$ cat src/rtl/raster_pkg.sv
// Shared constants for the rectangle-fill raster path.
// Holds the FSM state encoding, the default coordinate widths and the screen size.
package raster_pkg;

    localparam int DEF_X_W      = 8;
    localparam int DEF_Y_W      = 7;
    localparam int DEF_COLOR_W  = 3;
    localparam int DEF_SCREEN_W = 160;
    localparam int DEF_SCREEN_H = 120;

    typedef enum logic [1:0] {
        IDLE   = 2'd0,
        LATCH  = 2'd1,
        DRAW   = 2'd2,
        FINISH = 2'd3
    } state_t;

endpackage

$ cat src/rtl/raster_fill_ctrl_if.sv
// Command and pixel-beat bundle between a fill requester and raster_fill_ctrl.
// The requester drives the command and hold; the controller drives the beat stream.
interface raster_fill_ctrl_if #(
    parameter int X_W     = 8,
    parameter int Y_W     = 7,
    parameter int COLOR_W = 3
);
    logic               start;
    logic [X_W-1:0]     x0;
    logic [Y_W-1:0]     y0;
    logic [X_W-1:0]     w;
    logic [Y_W-1:0]     h;
    logic [COLOR_W-1:0] color_in;
    logic               hold;

    logic [X_W-1:0]     x;
    logic [Y_W-1:0]     y;
    logic [COLOR_W-1:0] colour;
    logic               plot;
    logic               busy;
    logic               done;

    modport master (
        output start, x0, y0, w, h, color_in, hold,
        input  x, y, colour, plot, busy, done
    );

    modport slave (
        input  start, x0, y0, w, h, color_in, hold,
        output x, y, colour, plot, busy, done
    );

endinterface

$ cat src/rtl/xy_scan_counter.sv
// Nested column/row offset counter: cx runs 0..w-1, then wraps and steps cy 0..h-1.
// last flags the final (w-1, h-1) position so the caller can stop after that beat.
module xy_scan_counter #(
    parameter int X_W = 8,
    parameter int Y_W = 7
) (
    input  logic           clk,
    input  logic           resetn,
    input  logic           clear,
    input  logic           enable,
    input  logic [X_W-1:0] w,
    input  logic [Y_W-1:0] h,
    output logic [X_W-1:0] cx,
    output logic [Y_W-1:0] cy,
    output logic           last
);

    logic [X_W-1:0] cx_reg, cx_next;
    logic [Y_W-1:0] cy_reg, cy_next;
    logic           row_end;
    logic           col_end;

    assign row_end = (cx_reg == w - X_W'(1));
    assign col_end = (cy_reg == h - Y_W'(1));

    always_comb begin
        cx_next = cx_reg;
        cy_next = cy_reg;
        if (clear) begin
            cx_next = '0;
            cy_next = '0;
        end else if (enable) begin
            if (row_end) begin
                cx_next = '0;
                // Wrapping cy on the final beat leaves the counter ready for the next command.
                cy_next = col_end ? '0 : cy_reg + Y_W'(1);
            end else begin
                cx_next = cx_reg + X_W'(1);
            end
        end
    end

    always_ff @(posedge clk or negedge resetn) begin
        if (!resetn) begin
            cx_reg <= '0;
            cy_reg <= '0;
        end else begin
            cx_reg <= cx_next;
            cy_reg <= cy_next;
        end
    end

    assign cx   = cx_reg;
    assign cy   = cy_reg;
    assign last = row_end && col_end;

endmodule

$ cat src/rtl/raster_fill_ctrl.sv
// Rectangle-fill raster generator: latches a fill command, then emits one clipped
// (x, y, colour, plot) beat per unpaused cycle and pulses done after the last one.
module raster_fill_ctrl
    import raster_pkg::*;
#(
    parameter int X_W      = DEF_X_W,
    parameter int Y_W      = DEF_Y_W,
    parameter int SCREEN_W = DEF_SCREEN_W,
    parameter int SCREEN_H = DEF_SCREEN_H,
    parameter int COLOR_W  = DEF_COLOR_W
) (
    input  logic               clk,
    input  logic               resetn,
    raster_fill_ctrl_if.slave  bus
);

    state_t state_reg, state_next;

    logic [X_W-1:0]     x0_reg;
    logic [Y_W-1:0]     y0_reg;
    logic [X_W-1:0]     w_reg;
    logic [Y_W-1:0]     h_reg;
    logic [COLOR_W-1:0] colour_reg;
    logic [X_W-1:0]     x_reg;
    logic [Y_W-1:0]     y_reg;

    logic [X_W-1:0] cx;
    logic [Y_W-1:0] cy;
    logic           last;

    logic           accept;
    logic           step;
    logic           empty;
    logic [X_W:0]   sum_x;
    logic [Y_W:0]   sum_y;
    logic           clipped;

    assign accept = (state_reg == IDLE) && bus.start;
    assign step   = (state_reg == DRAW) && !bus.hold;
    assign empty  = (w_reg == '0) || (h_reg == '0);

    // One extra bit so an origin near the top of the range cannot wrap back on-screen.
    assign sum_x   = {1'b0, x0_reg} + {1'b0, cx};
    assign sum_y   = {1'b0, y0_reg} + {1'b0, cy};
    assign clipped = (sum_x >= (X_W+1)'(SCREEN_W)) || (sum_y >= (Y_W+1)'(SCREEN_H));

    xy_scan_counter #(
        .X_W (X_W),
        .Y_W (Y_W)
    ) u_scan (
        .clk    (clk),
        .resetn (resetn),
        .clear  (accept),
        .enable (step),
        .w      (w_reg),
        .h      (h_reg),
        .cx     (cx),
        .cy     (cy),
        .last   (last)
    );

    always_ff @(posedge clk or negedge resetn) begin
        if (!resetn) begin
            state_reg <= IDLE;
        end else begin
            state_reg <= state_next;
        end
    end

    always_comb begin
        state_next = state_reg;
        unique case (state_reg)
            IDLE:   if (bus.start) state_next = LATCH;
            LATCH:  state_next = empty ? FINISH : DRAW;
            DRAW:   if (step && last) state_next = FINISH;
            FINISH: state_next = IDLE;
            default: state_next = IDLE;
        endcase
    end

    always_comb begin
        bus.busy   = (state_reg == LATCH) || (state_reg == DRAW);
        bus.done   = (state_reg == FINISH);
        bus.plot   = step && !clipped;
        bus.colour = colour_reg;
        // Outside a live beat the outputs show the most recent beat, so hold freezes them.
        bus.x      = step ? sum_x[X_W-1:0] : x_reg;
        bus.y      = step ? sum_y[Y_W-1:0] : y_reg;
    end

    always_ff @(posedge clk or negedge resetn) begin
        if (!resetn) begin
            x0_reg     <= '0;
            y0_reg     <= '0;
            w_reg      <= '0;
            h_reg      <= '0;
            colour_reg <= '0;
            x_reg      <= '0;
            y_reg      <= '0;
        end else begin
            if (accept) begin
                x0_reg     <= bus.x0;
                y0_reg     <= bus.y0;
                w_reg      <= bus.w;
                h_reg      <= bus.h;
                colour_reg <= bus.color_in;
            end
            if (step) begin
                x_reg <= sum_x[X_W-1:0];
                y_reg <= sum_y[Y_W-1:0];
            end
        end
    end

endmodule

$ cat src/flat_wrapper.sv
// flat-port wrapper written by rule: the top's interface ports become plain ports
module raster_fill_ctrl_flat import raster_pkg::*;
#(
    parameter int X_W      = DEF_X_W,
    parameter int Y_W      = DEF_Y_W,
    parameter int SCREEN_W = DEF_SCREEN_W,
    parameter int SCREEN_H = DEF_SCREEN_H,
    parameter int COLOR_W  = DEF_COLOR_W
)
  (clk, resetn, bus_start, bus_x0, bus_y0, bus_w, bus_h, bus_color_in, bus_hold, bus_x, bus_y, bus_colour, bus_plot, bus_busy, bus_done);
  raster_fill_ctrl_if #(.X_W(X_W), .Y_W(Y_W), .COLOR_W(COLOR_W)) bus_i ();
  input  logic clk;
  input  logic resetn;
  input wire logic [$bits(bus_i.start)-1:0] bus_start;
  input wire logic [$bits(bus_i.x0)-1:0] bus_x0;
  input wire logic [$bits(bus_i.y0)-1:0] bus_y0;
  input wire logic [$bits(bus_i.w)-1:0] bus_w;
  input wire logic [$bits(bus_i.h)-1:0] bus_h;
  input wire logic [$bits(bus_i.color_in)-1:0] bus_color_in;
  input wire logic [$bits(bus_i.hold)-1:0] bus_hold;
  output wire logic [$bits(bus_i.x)-1:0] bus_x;
  output wire logic [$bits(bus_i.y)-1:0] bus_y;
  output wire logic [$bits(bus_i.colour)-1:0] bus_colour;
  output wire logic [$bits(bus_i.plot)-1:0] bus_plot;
  output wire logic [$bits(bus_i.busy)-1:0] bus_busy;
  output wire logic [$bits(bus_i.done)-1:0] bus_done;
  assign bus_i.start = bus_start;
  assign bus_i.x0 = bus_x0;
  assign bus_i.y0 = bus_y0;
  assign bus_i.w = bus_w;
  assign bus_i.h = bus_h;
  assign bus_i.color_in = bus_color_in;
  assign bus_i.hold = bus_hold;
  assign bus_x = bus_i.x;
  assign bus_y = bus_i.y;
  assign bus_colour = bus_i.colour;
  assign bus_plot = bus_i.plot;
  assign bus_busy = bus_i.busy;
  assign bus_done = bus_i.done;
  raster_fill_ctrl #(.X_W(X_W), .Y_W(Y_W), .SCREEN_W(SCREEN_W), .SCREEN_H(SCREEN_H), .COLOR_W(COLOR_W)) u_core (.clk(clk), .resetn(resetn), .bus(bus_i));
endmodule
$ cat config.mk
export PLATFORM = sky130hd
export DESIGN_NAME = raster_fill_ctrl_flat
export DESIGN_NICKNAME = d
export VERILOG_FILES = /design/src/rtl/raster_pkg.sv /design/src/rtl/raster_fill_ctrl_if.sv /design/src/rtl/xy_scan_counter.sv /design/src/rtl/raster_fill_ctrl.sv /design/src/flat_wrapper.sv
export SDC_FILE = /design/constraint.sdc
export NUM_CORES = 1
export LEC_CHECK = 0
export BUFFER_PORTS_ARGS = -buffer_cell sky130_fd_sc_hd__buf_2
export CAP_MARGIN = 25
export CELL_PAD_IN_SITES_DETAIL_PLACEMENT = 0
export CELL_PAD_IN_SITES_GLOBAL_PLACEMENT = 1
export CORE_MARGIN = 4
export CORE_UTILIZATION = 31
export DETAILED_ROUTE_END_ITERATION = 7
export PLACE_DENSITY_LB_ADDON = 0.1
export SLEW_MARGIN = 20
export SYNTH_ARGS = -nofsm -noshare
export SYNTH_HDL_FRONTEND = slang
export SYNTH_SLANG_ARGS = --single-unit
$ cat constraint.sdc
create_clock -name clk -period 4.5 [get_ports clk]
set_input_delay 0.675 -clock clk [delete_from_list [all_inputs] [get_ports clk]]
set_output_delay 0.675 -clock clk [all_outputs]
set_load 0.005 [all_outputs]
== Yosys cells after proc, flatten, opt, wreduce, memory -nomap -nowiden ==
Cells that the tools add are included.

* Reductions and logical operators: 17
* Order comparisons: 2
* Equal/unequal tests: 7
* Muxes and demuxes: 13
* Add/sub/neg operators: 6

{| class="wikitable"
|+ Operators with widths
! cell !! count
|-
| $mux 7 || 5
|-
| $mux 8 || 4
|-
| $add 8x8->9 || 1
|-
| $ge 9x8->1 const B || 1
|-
| $add 7x7->8 || 1
|-
| $add 8x1->8 const B || 1
|-
| $eq 8x8->1 || 1
|-
| $ge 8x7->1 const B || 1
|-
| $logic_not 8->1 || 1
|-
| $pmux 2 s4 || 1
|-
| $sub 8x1->8 const B || 1
|-
| $add 7x1->7 const B || 1
|-
| $eq 7x7->1 || 1
|-
| $logic_not 7->1 || 1
|-
| $sub 7x1->7 const B || 1
|-
| $logic_and 1x1->1 || 5
|-
| $eq 2x2->1 const B || 2
|-
| $mux 2 || 2
|-
| $reduce_and 2->1 || 2
|-
| $reduce_bool 2->1 || 2
|-
| $logic_or 1x1->1 || 3
|-
| $eq 2x1->1 const B || 1
|-
| $logic_not 1->1 || 2
|-
| $logic_not 2->1 || 1
|-
| 3 further kinds || 3
|}

* Input port bits: 37
* Register bits after elaboration: 65
* Word-level logic and storage cells: 55
* Output and inout port bits: 21

== Logic depth before layout (Yosys ltp) ==
* Depth in word-level cells: 6
* Mapped depth: 10
* Depth with buffers taken out: 10

== Cells and area by module ==
From an unflattened synthesis, not the netlist that was laid out.

* Cell total of the unflattened synthesis: 359
* Area, all modules: 3799.9 µm²

{| class="wikitable"
|+ Modules (own cells, without submodules)
! module !! sequential area each (µm²) !! area an instance (µm²) !! cells each !! times used
|-
| raster_fill_ctrl || 1251.2 || 2523.7 || 213 || 1
|-
| xy_scan_counter || 375.4 || 1276.2 || 146 || 1
|}

== Least setup slack after synthesis ==
Ideal clock, no wire load.

* Kind: register to output
* Start: reg u_core.u_scan.cy_reg[0], in the netlist u_core.u_scan.cy[0]
* End: out bus_plot
* Cell stages (with the launch flop): 9
* Path buffers: 0
* Path slack: 1794 ps
* Data required time: 3825 ps
* Arrival time: 2031 ps
* Path through: dfrtp_1 -> ha_1 -> fa_1 -> a21o_1 -> a21oi_1 -> o21bai_1 -> a21oi_1 -> xnor2_1 -> a221oi_1

* Cells in the longest elaborated chain, start to end: 5

{| class="wikitable"
|+ RTL lines
! element !! line !! source
|-
| start: declaration || xy_scan_counter.sv:19 || <nowiki>logic [Y_W-1:0] cy_reg, cy_next;</nowiki>
|-
| start signal: assignment || xy_scan_counter.sv:49 || <nowiki>cy_reg <= cy_next;</nowiki>
|-
| $add 7x7->8 || raster_fill_ctrl.sv:44 || <nowiki>assign sum_y = {1'b0, y0_reg} + {1'b0, cy};</nowiki>
|-
| $ge 8x7->1 || raster_fill_ctrl.sv:45 || <nowiki>assign clipped = (sum_x >= (X_W+1)'(SCREEN_W)) || (sum_y >= (Y_W+1)'(SCREEN_H));</nowiki>
|-
| $logic_or 1x1->1 || raster_fill_ctrl.sv:45 ||
|-
| $logic_not 1->1 || raster_fill_ctrl.sv:84 || <nowiki>bus.plot = step && !clipped;</nowiki>
|-
| $logic_and 1x1->1 || raster_fill_ctrl.sv:84 ||
|-
| end: declaration || flat_wrapper.sv:24 || <nowiki>output wire logic [$bits(bus_i.plot)-1:0] bus_plot;</nowiki>
|}

Every way passes these cells.

== Final worst setup path ==
* Start: reg u_core.u_scan.cx_reg[0], in the netlist u_core.u_scan.cx[0]
* End: out bus_plot

* Cells in the longest elaborated chain, start to end: 5

{| class="wikitable"
|+ RTL lines
! element !! line !! source
|-
| start: declaration || xy_scan_counter.sv:18 || <nowiki>logic [X_W-1:0] cx_reg, cx_next;</nowiki>
|-
| start signal: assignment || xy_scan_counter.sv:48 || <nowiki>cx_reg <= cx_next;</nowiki>
|-
| $add 8x8->9 || raster_fill_ctrl.sv:43 || <nowiki>assign sum_x = {1'b0, x0_reg} + {1'b0, cx};</nowiki>
|-
| $ge 9x8->1 || raster_fill_ctrl.sv:45 ||
|-
| $logic_or 1x1->1 || raster_fill_ctrl.sv:45 ||
|-
| $logic_not 1->1 || raster_fill_ctrl.sv:84 ||
|-
| $logic_and 1x1->1 || raster_fill_ctrl.sv:84 ||
|}

Every way passes these cells.

==> summary.txt <==
Worst setup path
  – FF-to-FF End: u_core.state_reg[1]$_DFFE_PN0P_
  – Crit. End Element: output pin
  – Reg2Reg Depth: 9
  – Internal reg-to-reg setup slack: 1680 ps
  – Critical path's largest stage delay: 440 ps
  – Crit path cell chain: ha_1 -> inv_1 -> fa_1 -> nor2b_1 -> o21a_1 -> o21ai_0 -> a21oi_1 -> xnor2_1 -> nand2_1 -> a221oi_1 -> buf_2
  – Slowest-stage cell, CP: dfrtp_1
  – Arrival time at the worst endpoint: 2730 ps
  – Critical path startpoint category: flip-flop
  – Req. time, crit path: 3830 ps
  – CP max FO: 6
  – Critical path class: reg2out
  – Worst r2r src: u_core.h_reg[0]$_DFFE_PN0P_

Drt
  – Avg Vias per Cell: 4.79
  – Via count: 2,886
  – Routed wire per std cell: 14.7 µm
  – Initial drt markers: 129
  – Routed Antenna Nets: 0
  – Routed WL: 8.86 mm
  – Drc violations: 0
  – Drt first pass iters: 4

Placed design
  – DP Wirelength: 6.49 mm
  – Dpl cell area: 4310 µm²
  – Placer Congestion: 0.828
  – # port buffers: 57
  – Worst slack, placed: 1410 ps
  – Placed cells: 586

Run
  – Max-Cap Viols: 0

Timing
  – Setup tns final: 0 ps
  – Hold Violations, Final: 0
  – Worst-margin pin slew: 766 ps
  – Rel. slew slack: 0.488
  – Fin worst setup slack: 1090 ps
  – RSZ-0062 raised after global routing: no
  – Layout Skew: 6.21 ps
  – Period utilisation layout: 0.757
  – Fin Hold WS: 396 ps
  – Setup violators final: 0
  – Pins Over Slew Limit: 0
  – Fmax: 294 MHz
  – Final min period: 3410 ps

Power and ir drop
  – Flop pwr share: 0.352
  – Clock Power Share: 0.235
  – Worst vdd ir: 307 µV
  – Lkg Pwr: 2.12 nW
  – Part of the power in combinational logic: 0.413
  – Switching power share of the total: 0.368
  – Pwr Total: 2.97 mW
  – PD cells: 645 nW/µm²
  – Switching power: 1.09 mW
  – P_int: 1.88 mW

CTS
  – Setup Fix Bufs, Post-CTS: 0
  – Sink count of the clock tree: 65
  – H-tree depth: 3
  – Skew-Pair Late Insertion Delay: 330 ps
  – CTS resizes: 0
  – Hold_buf cts: 0
  – Clock root buffer: clkbuf_16
  – Num CTS Buffers: 9
  – CTS tree: yes
  – Maximum clock insertion buffer count: 2
  – Reg clk slew, reported paths: 50 ps

Yosys
  – Post-synth EDFFs: 0
  – Post-synth top area share: 0.424
  – Top_reg_cell synth: dfrtp_1
  – Avg Inst Size Synth: 10.4 µm²
  – Synth Register Bits: 65
  – Post-synthesis cell type count: 52
  – Synth Instances: 370
  – Cells taking the most area after synthesis: dfrtp_1 (42%), mux2_2 (8.5%), ha_1 (8.1%)
  – Syn Nets: 434
  – Ys Warns: 0
  – Leading area contributor after synthesis: dfrtp_1
  – Ys async rst share: 1.00
  – Synthesized area: 3840 µm²
  – Sequential element share of the synthesized area: 0.424

GRT
  – GR Overflow Total: 0
  – Initial antenna violation count: 0
  – First-pass GRT wire length: 14.9 mm
  – Total track usage: 0.132
  – Largest net degree at the start of global routing: 37
  – Vias in the first global route: 2,952

Cells and area
  – # fillers: 1,240
  – Final nets: 493
  – Area of the multi-input gates: 2090 µm²
  – Fin area: 4600 µm²
  – Area grow syn2layout: 19.9%
  – FF/Latch Area: 1630 µm²
  – Finished Layout Cells: 602
  – Ant diodes: 0
  – Share of layout cells above drive strength 1: 0.265
  – Util after Layout: 0.382

Floorplan
  – Initial Utilization: 0.318
  – Row Count: 40
  – Die area: 14,200 µm²
  – Die Span X: 119 µm
  – IO Count: 58
  – Die Span Y: 119 µm
  – Core box area: 12,100 µm²

Min path
  – Worst hold-check path type: in2async

Status
  – Status: finished clean
-- per-layer routing --
metal | wire [µm] | share of wire | track usage | vias to the layer above
met5 | 0 | 0 | 0 | -
met4 | 106 | 0.012 | 0.0394 | 0
met3 | 396 | 0.045 | 0.0413 | 9
met2 | 4370 | 0.49 | 0.221 | 49
met1 | 3990 | 0.45 | 0.164 | 1392
li1 | - | - | - | 1436
-- worst max-delay path: cells and delay by family (launching register included) --
family	cells	cell delay, ps
XOR/XNOR	1	150
adder cells (fa/ha/maj)	2	590
AND/OR/NAND/NOR	2	200
flip-flops	1	440
AO/OA/AOI/OAI	4	790
buffers and inverters	2	220
-- worst max-delay path by stage --
| stage | startpoint | to | slack [ps] | cells after the start |
|---|---|---|---|---|
| after floorplan | u_core.u_scan.cy[0]$_DFFE_PN0P_ | bus_plot | 1790 | 8 |
| after global placement | u_core.u_scan.cx[0]$_DFFE_PN0P_ | bus_plot | 1460 | 11 |
| after detailed placement | u_core.u_scan.cx[0]$_DFFE_PN0P_ | bus_plot | 1410 | 11 |
| after CTS | u_core.u_scan.cx[0]$_DFFE_PN0P_ | bus_plot | 1030 | 11 |
| after global routing | u_core.u_scan.cx[0]$_DFFE_PN0P_ | bus_plot | 800 | 11 |
| final | u_core.u_scan.cx[0]$_DFFE_PN0P_ | bus_plot | 1090 | 11 |
-- placed cells by master (no fill, tap or decap), types with 2 or more instances in the layout --
master     Yosys  routed
nor3_1        11      11
a21oi_1       14      14
a211oi_1       4       4
clkinv_2       0       2
o21bai_1       4       4
xor2_1        10      10
inv_1         19      19
o31ai_1        4       4
clkbuf_16      0       9
nand4b_1       3       3
a31oi_1        2       2
clkbuf_1       9       3
nor3b_1        5       5
nand3b_1       2       2
dfrtp_1       65      65
buf_4          0       4
mux2_2        29      29
mux2i_1        5       5
xnor2_1       18      18
nand2_1       41      41
nor4_1         2       2
buf_2          3      57
a21o_1         6       6
o21ai_0       25      25
nand2b_1       4       4
nor2_1        13      13
nand4_1        3       3
ha_1          25      25
a22o_1         3       3
and3_1         6       6
nand3_1       10      10
fa_1           2       2
-- cells in the mapped netlist (3+ instances only) --
cell and instances:
mux2i_1 5, o21ai_0 25, dfrtp_1 65, a211oi_1 4
o21bai_1 4, a21oi_1 14, and3_1 6, o31ai_1 4
nand4b_1 3, nand4_1 3, inv_1 19, nor3_1 11
a22o_1 3, a21o_1 6, clkbuf_1 9, nand2_1 41
mux2_2 29, nand2b_1 4, ha_1 25, nor2_1 13
nor3b_1 5, nand3_1 10, xnor2_1 18, buf_2 3
xor2_1 10
-- cells by family after synthesis --
family,after synthesis,synth area share
muxes,36,0.105
AOI/OAI and AO/OA,77,0.145
buffers and inverters,32,0.0323
DFF,65,0.424
xor gates and xnor gates,28,0.0639
adders and majority gates,27,0.0919
and+or+nand+nor,105,0.139
-- final cells by class --
type,instances,area share
Clock buffer,13,0.0543
Clock inverter,3,0.00870
Inverter,19,0.0155
Multi-Input combinational cell,273,0.454
Sequential cell,65,0.353
Tap cell,168,0.0457
Timing Repair Buffer,61,0.0685
-- power groups by stage --
stage          clock network (mW)  registers (mW)  logic [mW]
5_1_grt                     0.748            1.09        1.40
2_1_floorplan                   0           0.977       0.955
6_report                    0.697            1.05        1.23
3_3_place_gp                    0            1.06        1.25
3_5_place_dp                    0            1.06        1.26
4_1_cts                     0.724            1.05        1.26
Power figures use the tool's default switching activity.
